`config.mk`:
```
export PLATFORM = sky130hd
export DESIGN_NAME = roulette_spinner
export DESIGN_NICKNAME = d
export VERILOG_FILES = /design/src/rtl/roulette_spinner.sv
export SDC_FILE = /design/constraint.sdc
export NUM_CORES = 1
export LEC_CHECK = 0
export ABC_AREA = 1
export BUFFER_PORTS_ARGS = -buffer_cell sky130_fd_sc_hd__buf_2
export CORE_MARGIN = 8
export CORE_UTILIZATION = 51
export DETAILED_ROUTE_END_ITERATION = 7
export PLACE_DENSITY = 0.68
export SLEW_MARGIN = 5
export SYNTH_ARGS = -nofsm -noshare
export SYNTH_HDL_FRONTEND = slang
export SYNTH_SLANG_ARGS = --single-unit
export TNS_END_PERCENT = 50
```
`constraint.sdc`:
```
create_clock -name Clock -period 2.82 [get_ports Clock]
set_input_delay 0.564 -clock Clock [delete_from_list [all_inputs] [get_ports Clock]]
set_output_delay 0.564 -clock Clock [all_outputs]
set_load 0.005 [all_outputs]
```
`src/rtl/roulette_spinner.sv`:
```
`default_nettype none
// ============================================================================
// Module   : roulette_spinner
// Brief    : Decelerating wheel-spin number generator feeding the even/odd game.
// Revision : 1.0 - initial release
// ============================================================================
module roulette_spinner #(
  parameter logic [15:0] SEED      = 16'hACE1,
  parameter int          NUM_MAX   = 20,
  parameter int          STEP_INIT = 2,
  parameter int          STEP_INC  = 2,
  parameter int          STEP_MAX  = 10
) (
  input  logic       Clock,
  input  logic       reset,
  input  logic       spin,
  output logic       busy,
  output logic [4:0] spin_num,
  output logic [4:0] randnum,
  output logic       result_valid
);

  localparam logic [15:0] c_seed      = (SEED == 16'h0000) ? 16'hACE1 : SEED;
  localparam logic [15:0] c_taps      = 16'hB400;
  localparam logic [15:0] c_step_init = 16'(STEP_INIT);
  localparam logic [15:0] c_step_inc  = 16'(STEP_INC);
  localparam logic [15:0] c_step_max  = 16'(STEP_MAX);
  localparam logic [4:0]  c_num_max   = 5'(NUM_MAX);
  localparam logic [4:0]  c_wrap_sub  = 5'(NUM_MAX + 1);

  typedef enum logic [1:0] {
    S_IDLE = 2'd0,
    S_SPIN = 2'd1,
    S_DONE = 2'd2
  } state_t;

  state_t      r_state;
  logic [15:0] r_lfsr;
  logic        r_spin_d;
  logic [15:0] r_interval;
  logic [15:0] r_cnt;

  logic        w_start;
  logic [4:0]  w_raw;
  logic [4:0]  w_mapped;
  logic [15:0] w_next_interval;
  logic        w_last_step;

  assign w_start         = spin & ~r_spin_d;
  assign w_raw           = r_lfsr[4:0];
  // NUM_MAX >= 15 guarantees one subtraction brings any 5-bit value in range
  assign w_mapped        = (w_raw > c_num_max) ? (w_raw - c_wrap_sub) : w_raw;
  assign w_next_interval = r_interval + c_step_inc;
  assign w_last_step     = (w_next_interval > c_step_max);

  always_ff @(posedge Clock or posedge reset) begin
    if (reset) begin
      r_state      <= S_IDLE;
      r_lfsr       <= c_seed;
      r_spin_d     <= 1'b0;
      r_interval   <= 16'd0;
      r_cnt        <= 16'd0;
      busy         <= 1'b0;
      spin_num     <= 5'd0;
      randnum      <= 5'd0;
      result_valid <= 1'b0;
    end else begin
      // Free-running so the moment the player presses adds entropy
      r_lfsr   <= {1'b0, r_lfsr[15:1]} ^ (r_lfsr[0] ? c_taps : 16'h0000);
      r_spin_d <= spin;

      case (r_state)
        S_IDLE: begin
          if (w_start) begin
            r_state    <= S_SPIN;
            busy       <= 1'b1;
            r_interval <= c_step_init;
            r_cnt      <= 16'd0;
          end
        end

        S_SPIN: begin
          if (r_cnt == r_interval - 16'd1) begin
            spin_num   <= w_mapped;
            r_cnt      <= 16'd0;
            r_interval <= w_next_interval;
            if (w_last_step) begin
              randnum      <= w_mapped;
              result_valid <= 1'b1;
              busy         <= 1'b0;
              r_state      <= S_DONE;
            end
          end else begin
            r_cnt <= r_cnt + 16'd1;
          end
        end

        S_DONE: begin
          result_valid <= 1'b0;
          if (w_start) begin
            r_state    <= S_SPIN;
            busy       <= 1'b1;
            r_interval <= c_step_init;
            r_cnt      <= 16'd0;
          end
        end

        default: r_state <= S_IDLE;
      endcase
    end
  end

endmodule
`default_nettype wire

```
Yosys cells after proc, flatten, opt, wreduce, memory -nomap -nowiden
Cells that the tools add are included.
{ "totals": {"regBits": 63, "input_bits": 3, "output_inout_bits": 12} }
{ "op_classes": {"add_sub_neg": 4, "magnitude_cmp": 2, "n_eq_ne": 6, "mux": 19, "n_bitwise": 3, "n_reduce_logical": 11} }
{ "op_table": {"columns": ["operator", "count"], "rows": [
  ["$mux 16", 5],
  ["$pmux 16 s2", 2],
  ["$add 16x1->16 const B", 1],
  ["$add 16x2->16 const B", 1],
  ["$eq 16x16->1", 1],
  ["$gt 16x4->1 const B", 1],
  ["$sub 16x1->16 const B", 1],
  ["$xor 15x16->16", 1],
  ["$reduce_and 3->1", 4],
  ["$mux 2", 3],
  ["$gt 5x5->1 const B", 1],
  ["$mux 1", 5],
  ["$mux 5", 1],
  ["$sub 5x5->5 const B", 1],
  ["$ne 2x2->1 const B", 2],
  ["$pmux 1 s2", 2],
  ["$pmux 2 s2", 1],
  ["$reduce_and 2->1", 2],
  ["$reduce_and 4->1", 1],
  ["$reduce_bool 2->1", 2],
  ["$eq 2x1->1 const B", 1],
  ["$eq 2x2->1 const B", 1],
  ["$logic_not 2->1", 1],
  ["$ne 2x1->1 const B", 1],
  ["other kinds (3)", 3]
]} }

Depth between registers and ports, before layout
Gate-level depths: netlist of run 1.
{ "depth": {"word_depth": 5, "depth_mapped": 16, "mapped_depth_nobuf": 15} }

Worst setup path after synthesis of run 1
OpenSTA, ideal clock, no wires.
{ "synth_path": {"path_kind": "reg-to-reg", "start": "reg r_interval[1]", "end": "reg r_interval[6]", "t_arrival_ps": 1894, "t_required_ps": 2701, "path_slack_ps": 807, "path_stages_with_launch": 17, "n_path_buf": 1, "path_cell_list": "dfrtp_1 -> inv_2 -> ha_1 -> nand2_2 -> nor2_4 -> nand2_1 -> nand2_1 -> nand2_1 -> inv_1 -> nand2_2 -> nor2_4 -> nand2_2 -> nor2_8 -> nand2_2 -> buf_6 -> nand3_1 -> nand2_1"} }
{ "synth_between": {"elab_chain_len": 4} }
{ "synth_rtl": {"columns": ["element", "line_no", "text"], "rows": [
  ["start: declaration", "40", "logic [15:0] r_interval;"],
  ["start signal: assignment", "77", "r_interval <= c_step_init;"],
  ["start signal: assignment", "86", "r_interval <= w_next_interval;"],
  ["start signal: assignment", "103", "r_interval <= c_step_init;"],
  ["$sub 16x1->16", "83", "if (r_cnt == r_interval - 16'd1) begin"],
  ["$eq 16x16->1", "83", null],
  ["$ne 2x2->1 (no line)", null, null],
  ["$reduce_and 3->1 (no line)", null, null]
]} }
Parallel ways exist; a longest one is shown, timed or not. The select of a mux whose other input is x is not followed.
A chain may end at the register's enable or synchronous reset.

Worst setup path in the final report of run 1
{ "layout_path": {"start": "reg r_interval[1]", "end": "reg r_interval[9]"} }
Same word-level chain as after synthesis.

==> results of run 1 <==
[layer usage]
metal | up-vias | global-route usage [%]
li1 | 1601 | -
met1 | 1511 | 23.2
met2 | 72 | 29.3
met3 | 13 | 3.57
met4 | 0 | 6.64
met5 | - | 0
[synthesized netlist by cell type, types with 5 or more instances]
| cell type | instances | area (sq um) |
|---|---|---|
| buf_2 | 6 | 30.0 |
| buf_6 | 5 | 56.3 |
| nand2_1 | 157 | 589 |
| nand2_2 | 7 | 43.8 |
| nor3_1 | 5 | 25.0 |
| dfstp_2 | 8 | 210 |
| dfrtp_1 | 54 | 1350 |
| nand4_1 | 23 | 144 |
| nor2_1 | 39 | 146 |
| o21ai_1 | 8 | 40.0 |
| xnor2_1 | 13 | 114 |
| o21ai_0 | 15 | 75.1 |
| nand3_2 | 7 | 70.1 |
| xor2_1 | 15 | 131 |
| nor2_4 | 7 | 78.8 |
| inv_1 | 51 | 191 |
| nand3_1 | 44 | 220 |
[power breakdown]
group / internal [W] / total, W / switching (W)
Sequential: 0.00105 / 0.00135 / 0.000293
Combinational: 0.000582 / 0.00165 / 0.00107
Clock: 0.000406 / 0.000763 / 0.000357
[through the flow]
step / worst slack, ns / power (W) / cells
after floorplan: 0.728 / 0.00268 / 497
final: 0.269 / 0.00376 / 611
after global routing: 0.0546 / 0.00407 / 611
after detailed placement: 0.316 / 0.00300 / 595
after global placement: 0.369 / 0.00297 / 595
after CTS: 0.294 / 0.00377 / 611
[kinds of logic after synthesis]
logic type,after synthesis,synth area share (%)
multiplexers,1,0.267
buffers and inverters,72,8.70
XOR/XNOR,28,6.53
flip-flops,62,41.6
adder cells (fa/ha/maj),4,1.33
AO/OA/AOI/OAI,30,4.13
AND/OR/NAND/NOR,300,37.5
[worst max-delay path by stage]
stage                              from             to  slack (ns)  cells after the start
after floorplan                   reset           busy        0.73                      1
after global placement    r_interval[1]  r_interval[6]        0.37                     13
after detailed placement  r_interval[1]  r_interval[9]        0.32                     13
after CTS                 r_interval[1]  r_interval[9]        0.29                     13
after global routing      r_interval[1]  r_interval[6]        0.05                     15
final                     r_interval[1]  r_interval[9]        0.27                     13
[layout make-up]
cell class	count	area share [%]
multi-input combinational	363	46.0
sequential	62	38.5
timing repair buffer	18	2.78
inverter	53	4.91
clock inverter	6	1.54
clock buffer	10	3.15
tap	99	3.06
[sequential cells by signal, indices dropped and copies added, names as in the netlist]
register,flops
r_cnt,16
r_lfsr,16
r_interval,15
randnum,5
spin_num,5
r_state,2
busy,1
r_spin_d,1
result_valid,1
[worst max-delay path, cell delays in order, from the launching register on]
cell,delay (ns)
dfrtp_1,0.47
inv_2,0.12
ha_1,0.28
nand2_2,0.13
nor2_4,0.16
nand3b_1,0.09
nand2_1,0.08
nand2_1,0.06
nor2_2,0.19
nand2_2,0.13
nor2_8,0.15
nand2_2,0.31
nand3_1,0.19
nand2_1,0.06
[cells in the final DEF, fill, tap and decap left out, drive strengths merged, types with 5 or more instances in the layout]
cell	synthesis	routed
nand2	164	164
dfrtp	54	54
inv	52	52
nand3	51	51
nor2	50	50
nand4	23	23
o21ai	23	23
buf	15	18
xor2	15	15
xnor2	13	13
clkbuf	4	10
dfstp	8	8
clkinv	1	6
nor3	5	5
==> run metrics, run 1 <==
area of the multi-input gates=1870 sq um; vias per cell=5.23; worst skew pair latency=0.35 ns; Worst-path clk slew=0.07 ns; Post-Syn Nets=504; Pwr Density=928 nW/um^2; DRC=0; Max Clock Skew=0.00603 ns; Die ar.=10400 sq um; routed wl met3=356 um; CTS root buffer=clkbuf_8; maximum clock rate=392 MHz; Hold WC Path Type=input pin to asynchronous set/reset pin; largest net degree at the start of global routing=56; Fin. Hold Viols=0; startpoint types=register; outcome=completed; WL/cell=13.9 um; unique cell type count in the Yosys netlist=34; Final setup viols=0; data required time of the worst path=3.05 ns; Placed Area=3860 sq um; ANT cells=0; clk buf depth=2; crit path DAT=2.78 ns; Initial Util=52.3%; Max VDD drop=0.000562 V; Area Growth Syn to Fin=7.96%; WS Path Type=register to register; via total after detailed routing=3197; Post-DRT Antenna Nets=0; initial antenna violation count=0; setup TNS=0 ns; Routed Wire Length=8470 um; FFs w/ async S/R, synth=100%; Max Cap Viol=0; post-DP HPWL=6110 um; CTS tree=yes; number of flops mapped to enable cells by yosys=0; first-pass GRT wire length=14700 um; TritonCTS buffer count=9; Sequential cell area=1560 sq um; GR Util All Layers=18.1%; minimum clock period=2.55 ns; YS warnings=0; # resized after CTS=0; PortBufs=14; r2r setup slk=0.27 ns; RSZ-0062 raised after global routing=no; core area=7180 sq um; Layout Utilization=56.5%; sequential fraction of the synthesis area=41.6%; synthesized area=3750 sq um; worst-margin pin slew=1.09 ns; R2R depth=13; Initial DRC Count=165; Min Hold Slack=0.113 ns; vias in the first global route=3129; Post-Syn Area per Cell=7.56 sq um; GPL Wtd Cong=0.894; Slew headroom=26.8%; # Post-CTS Setup Buffers=0; H-Tree Depth=3; Vert. Die Dim=102 um; I/O pins=15; Rows=31; DR top layer=met4; leakage=2.09 nW; CP endpoint kind=register; Pins Over Slew Limit=0; grt total ovfl=0; hold buffers post-CTS=0; ys flop type=dfrtp_1; number of clock sinks=62; width of the die=102 um; DRT met1 WL=3940 um; FF+latch count, synth=62; Crit Path Max Fanout=20; synthesized netlist cell count=497; origin of the critical flop-to-flop path=r_interval[1]; Period Utilization, post-route=90.5%; reg-to-reg endpoint=r_interval[9]; layout cell share with drive strength beyond 1=13.5%; WL met2=4050 um; first drt pass iteration count=6; FILL cells=676; design area=4050 sq um; nets=514
Power figures use the tool's default switching activity.
==> inputs of run 2 (changes only) <==
Settings changed: RECOVER_POWER set to 50.
==> run 2 against run 1 <==
Compared with the run above:
- global-route usage is the same
- combinational power barely moved
- hold slack improved by 0.029 ns
- die area unchanged
- cell area decreased by 0.37%
- non-clock buffer count unchanged
- utilization fell by 0.21 points
- power about the same
- critical endpoint unchanged
- largest power group unchanged
==> run metrics, run 2 (synthesized netlist as in run 1, its figures left out) <==
# Post-CTS Setup Buffers=0; maximum clock rate=392 MHz; DR top layer=met4; Post-DRT Antenna Nets=0; startpoint types=register; Max Clock Skew=0.00631 ns; minimum clock period=2.55 ns; ANT cells=0; Max VDD drop=0.000562 V; via total after detailed routing=3195; vias per cell=5.23; Vert. Die Dim=102 um; Initial Util=52.3%; Stages on worst setup path=13; WS Path Type=register to register; initial antenna violation count=0; GR Util All Layers=18.1%; Die ar.=10400 sq um; Final WS setup=0.270 ns; Crit Path Max Fanout=20; first-pass GRT wire length=14700 um; R2R depth=13; Fin. Hold Viols=0; TritonCTS buffer count=9; Hold WC Path Type=input pin to asynchronous set/reset pin; data required time of the worst path=3.05 ns; Worst-path clk slew=0.07 ns; number of clock sinks=62; Pins Over Slew Limit=0; routed wl met3=332 um; PortBufs=14; commonest non-fill, non-tap cell in the layout=nand2_1; Slew headroom=9.52%; GPL Wtd Cong=0.894; # resized after CTS=0; reg-to-reg endpoint=r_interval[9]; vias in the first global route=3129; Place WS=0.316 ns; setup TNS=0 ns; CP top delay family=simple AND/OR/NAND/NOR gates; nets=514; width of the die=102 um; layout cell share with drive strength beyond 1=13.3%; Max Cap Viol=0; WL/cell=13.9 um; RSZ-0062 raised after global routing=no; largest net degree at the start of global routing=56; hold buffers post-CTS=0; CTS tree=yes; DRT met1 WL=3980 um; biggest regs=r_cnt: 16 flops, r_lfsr: 16 flops, r_interval: 15 flops; Period Utilization, post-route=90.4%; I/O pins=15; CTS root buffer=clkbuf_8; H-Tree Depth=3; origin of the critical flop-to-flop path=r_interval[1]; DRC=0; crit path DAT=2.78 ns; slowest stage delay, CP=0.47 ns; Bufs and invs on worst path=1; Rows=31; CP endpoint kind=register; Initial DRC Count=171; Pwr Density=930 nW/um^2; worst skew pair latency=0.35 ns; Area Growth Syn to Fin=7.56%; outcome=completed; first drt pass iteration count=4; WL met2=4040 um; worst setup path endpoint=r_interval[9]; CP cell instances=inv_2 -> ha_1 -> nand2_2 -> nor2_4 -> nand3b_1 -> nand2_1 -> nand2_1 -> nor2_2 -> nand2_2 -> nor2_8 -> nand2_2 -> nand3_1 -> nand2_1; post-DP HPWL=6110 um; Routed Wire Length=8480 um; Critical Path Source=r_interval[1]; r2r setup slk=0.27 ns; leakage=2.09 nW; most frequent cells in the layout=nand2_1 (157), dfrtp_1 (54), inv_1 (51); grt total ovfl=0; clk buf depth=2; Final setup viols=0; Slowest cell on crit path=dfrtp_1; core area=7180 sq um; worst-margin pin slew=1.36 ns
==> run 2: area by class of cell <==
| class | instances | area (sq um) |
|---|---|---|
| inverters | 53 | 199 |
| well taps | 99 | 124 |
| clock inverters | 6 | 62.6 |
| multi-input cells | 363 | 1870 |
| repair buffers | 18 | 97.6 |
| flip-flops and latches | 62 | 1560 |
| clock buffers | 10 | 128 |
| fillers | 678 | 3140 |
==> run 2: through the flow <==
stage               total power (W)  cells  util [%]  hold WS, ns  instance area (sq um)
floorplan                   0.00268    497         -        0.331                   3750
global placement            0.00297    595      53.8        0.336                   3860
detailed placement          0.00300    595      53.8        0.337                   3860
CTS                         0.00377    611      56.5        0.109                   4050
global route                0.00407    611      56.3        0.165                   4040
finish                      0.00376    611      56.3        0.141                   4040
==> run 2: worst min-delay path by stage <==
stage | from | to | cells past startpoint
finish | reset | r_lfsr[12] | 2
global route | reset | r_lfsr[14] | 2
CTS | reset | r_lfsr[9] | 2
detailed placement | r_lfsr[9] | r_lfsr[8] | 0
global placement | r_lfsr[12] | r_lfsr[11] | 0
floorplan | r_lfsr[9] | r_lfsr[8] | 0
==> run 2: where the power goes <==
part           internal [W]  switching, W
Combinational      0.000579       0.00107
Sequential          0.00105      0.000295
Clock              0.000406      0.000356
Total               0.00204       0.00172
==> run 2: metal layers <==
layer  up-vias  global-route usage, %
li1       1601                      -
met1      1518                   23.2
met2        63                   29.3
met3        13                   3.57
met4         0                   6.64
met5         -                      0
==> inputs of run 3 (changes only) <==
Settings changed: CAP_MARGIN set to 10, CELL_PAD_IN_SITES_DETAIL_PLACEMENT set to 1, CELL_PAD_IN_SITES_GLOBAL_PLACEMENT set to 2, CORE_UTILIZATION 51 to 37, PLACE_DENSITY 0.68 to not set, PLACE_DENSITY_LB_ADDON set to 0.1.
==> run 3 against run 2 <==
Compared with the run above:
- sequential share of layout area decreased by 0.67 points
- cell count increased by 6.4%
- maximum frequency is 1.6% higher
- sequential power is essentially flat
- wire length grew 22%
- setup slack improved by 0.040 ns
- hold slack gained 0.21 ns
- critical endpoint unchanged
- largest cell class unchanged
==> run metrics, run 3 (synthesized netlist as in run 1, its figures left out) <==
crit path DAT=2.74 ns; Initial DRC Count=166; commonest non-fill, non-tap cell in the layout=nand2_1; Combinational Power Share=45.8%; RSZ-0062 raised after global routing=no; H-Tree Depth=3; switching part of the total=48.6%; Min Hold Slack=0.349 ns; Initial Util=38.2%; Vert. Die Dim=117 um; TritonCTS buffer count=9; Pwr Density=945 nW/um^2; width of the die=117 um; WL/cell=15.9 um; leakage=2.09 nW; CP endpoint kind=register; Crit Path Max Fanout=20; PortBufs=14; total chip power=0.00388 W; Max VDD drop=0.000401 V; Pins Over Slew Limit=0; design area=4110 sq um; Placed Area=3930 sq um; Worst-path clk slew=0.08 ns; slowest stage delay, CP=0.40 ns; CP top delay family=simple AND/OR/NAND/NOR gates; ANT cells=0; largest net degree at the start of global routing=26; outcome=completed; # Post-CTS Setup Buffers=0; Int Pwr=0.00199 W; GR Util All Layers=16.8%; Max Cap Viol=0; most frequent cells in the layout=nand2_1 (157), dfrtp_1 (54), inv_1 (51); biggest regs=r_cnt: 16 flops, r_lfsr: 16 flops, r_interval: 15 flops; data required time of the worst path=3.05 ns; CP cell instances=inv_2 -> ha_1 -> nand2_2 -> nor2_4 -> nand3b_1 -> nand2_1 -> nand2_1 -> nor2_2 -> nand2_2 -> nor2_8 -> nand2_2 -> nand3_1 -> nand2_1; CTS root buffer=clkbuf_8; Hold WC Path Type=input pin to register; Rows=36; number of clock sinks=62; first drt pass iteration count=4; DRC=0; via total after detailed routing=3256; grt total ovfl=0; Area Growth Syn to Fin=9.46%; Slowest cell on crit path=dfrtp_1; vias in the first global route=3482; WS Path Type=register to register; setup TNS=0 ns; startpoint types=register; nets=519; Fin. Hold Viols=0; Slew headroom=17.9%; Max Clock Skew=0.0155 ns; vias per cell=5.01; Net Sw Power=0.00189 W; CTS tree=yes; # resized after CTS=0; Final setup viols=0; Post-DRT Antenna Nets=0; worst skew pair latency=0.35 ns; first-pass GRT wire length=17800 um; initial antenna violation count=0; Routed Wire Length=10300 um; maximum clock rate=398 MHz; Period Utilization, post-route=89.0%; Die ar.=13600 sq um; minimum clock period=2.51 ns; Bufs and invs on worst path=1; worst-margin pin slew=1.23 ns; I/O pins=15; clock power share=19.8%; clk buf depth=2; sequential share of power=34.4%; hold buffers post-CTS=0; post-DP HPWL=7800 um; GPL Wtd Cong=0.770; core area=9820 sq um; layout cell share with drive strength beyond 1=13.5%
==> run 3: power groups by stage <==
| stage | clock network, W | registers (W) | logic (W) |
|---|---|---|---|
| CTS | 0.000802 | 0.00134 | 0.00181 |
| floorplan | 0 | 0.00122 | 0.00146 |
| global placement | 0 | 0.00135 | 0.00176 |
| finish | 0.000769 | 0.00134 | 0.00178 |
| global route | 0.000834 | 0.00137 | 0.00204 |
| detailed placement | 0 | 0.00136 | 0.00180 |
==> run 3: cell type report <==
type	count	area, sq um
well taps	133	166
inverters	53	199
clock inverters	7	63.8
repair buffers	23	129
clock buffers	9	124
fillers	1240	5710
flip-flops and latches	62	1560
multi-input cells	363	1870
==> run 3: routing by layer <==
layer	global-route usage [%]	part of all wire [%]	vias to the layer above
li1	-	-	1609
met1	21.6	48	1595
met2	27.7	47	39
met3	3.15	3.3	13
met4	5.20	1.9	0
met5	0	0	-
==> run 3: metrics by stage <==
stage	setup slack, ns	std cells	util, %
global route	0.0202	650	41.9
CTS	0.285	650	41.9
finish	0.310	650	41.9
global placement	0.355	634	40.0
detailed placement	0.302	634	40.0
floorplan	0.728	497	-
==> run 3: path summary, 6_finish.rpt <==
path | startpoint | endpoint | slack (ns) | cells past startpoint
min in group asynchronous | reset | r_cnt[3] | 0.43 | 2
hold / removal | spin | r_spin_d | 0.35 | 1
setup / recovery | r_interval[1] | r_interval[9] | 0.31 | 13
hold reg to reg | r_lfsr[9] | r_lfsr[8] | 0.35 | 0
setup reg to reg | r_interval[1] | r_interval[9] | 0.31 | 13
max in group asynchronous | reset | busy | 0.74 | 3
==> run 3: worst register-to-register path, stage by stage (launching register included) <==
cell	delay [ns]
dfrtp_1	0.40
inv_2	0.08
ha_1	0.29
nand2_2	0.15
nor2_4	0.18
nand3b_1	0.09
nand2_1	0.09
nand2_1	0.06
nor2_2	0.23
nand2_2	0.14
nor2_8	0.13
nand2_2	0.31
nand3_1	0.18
nand2_1	0.07
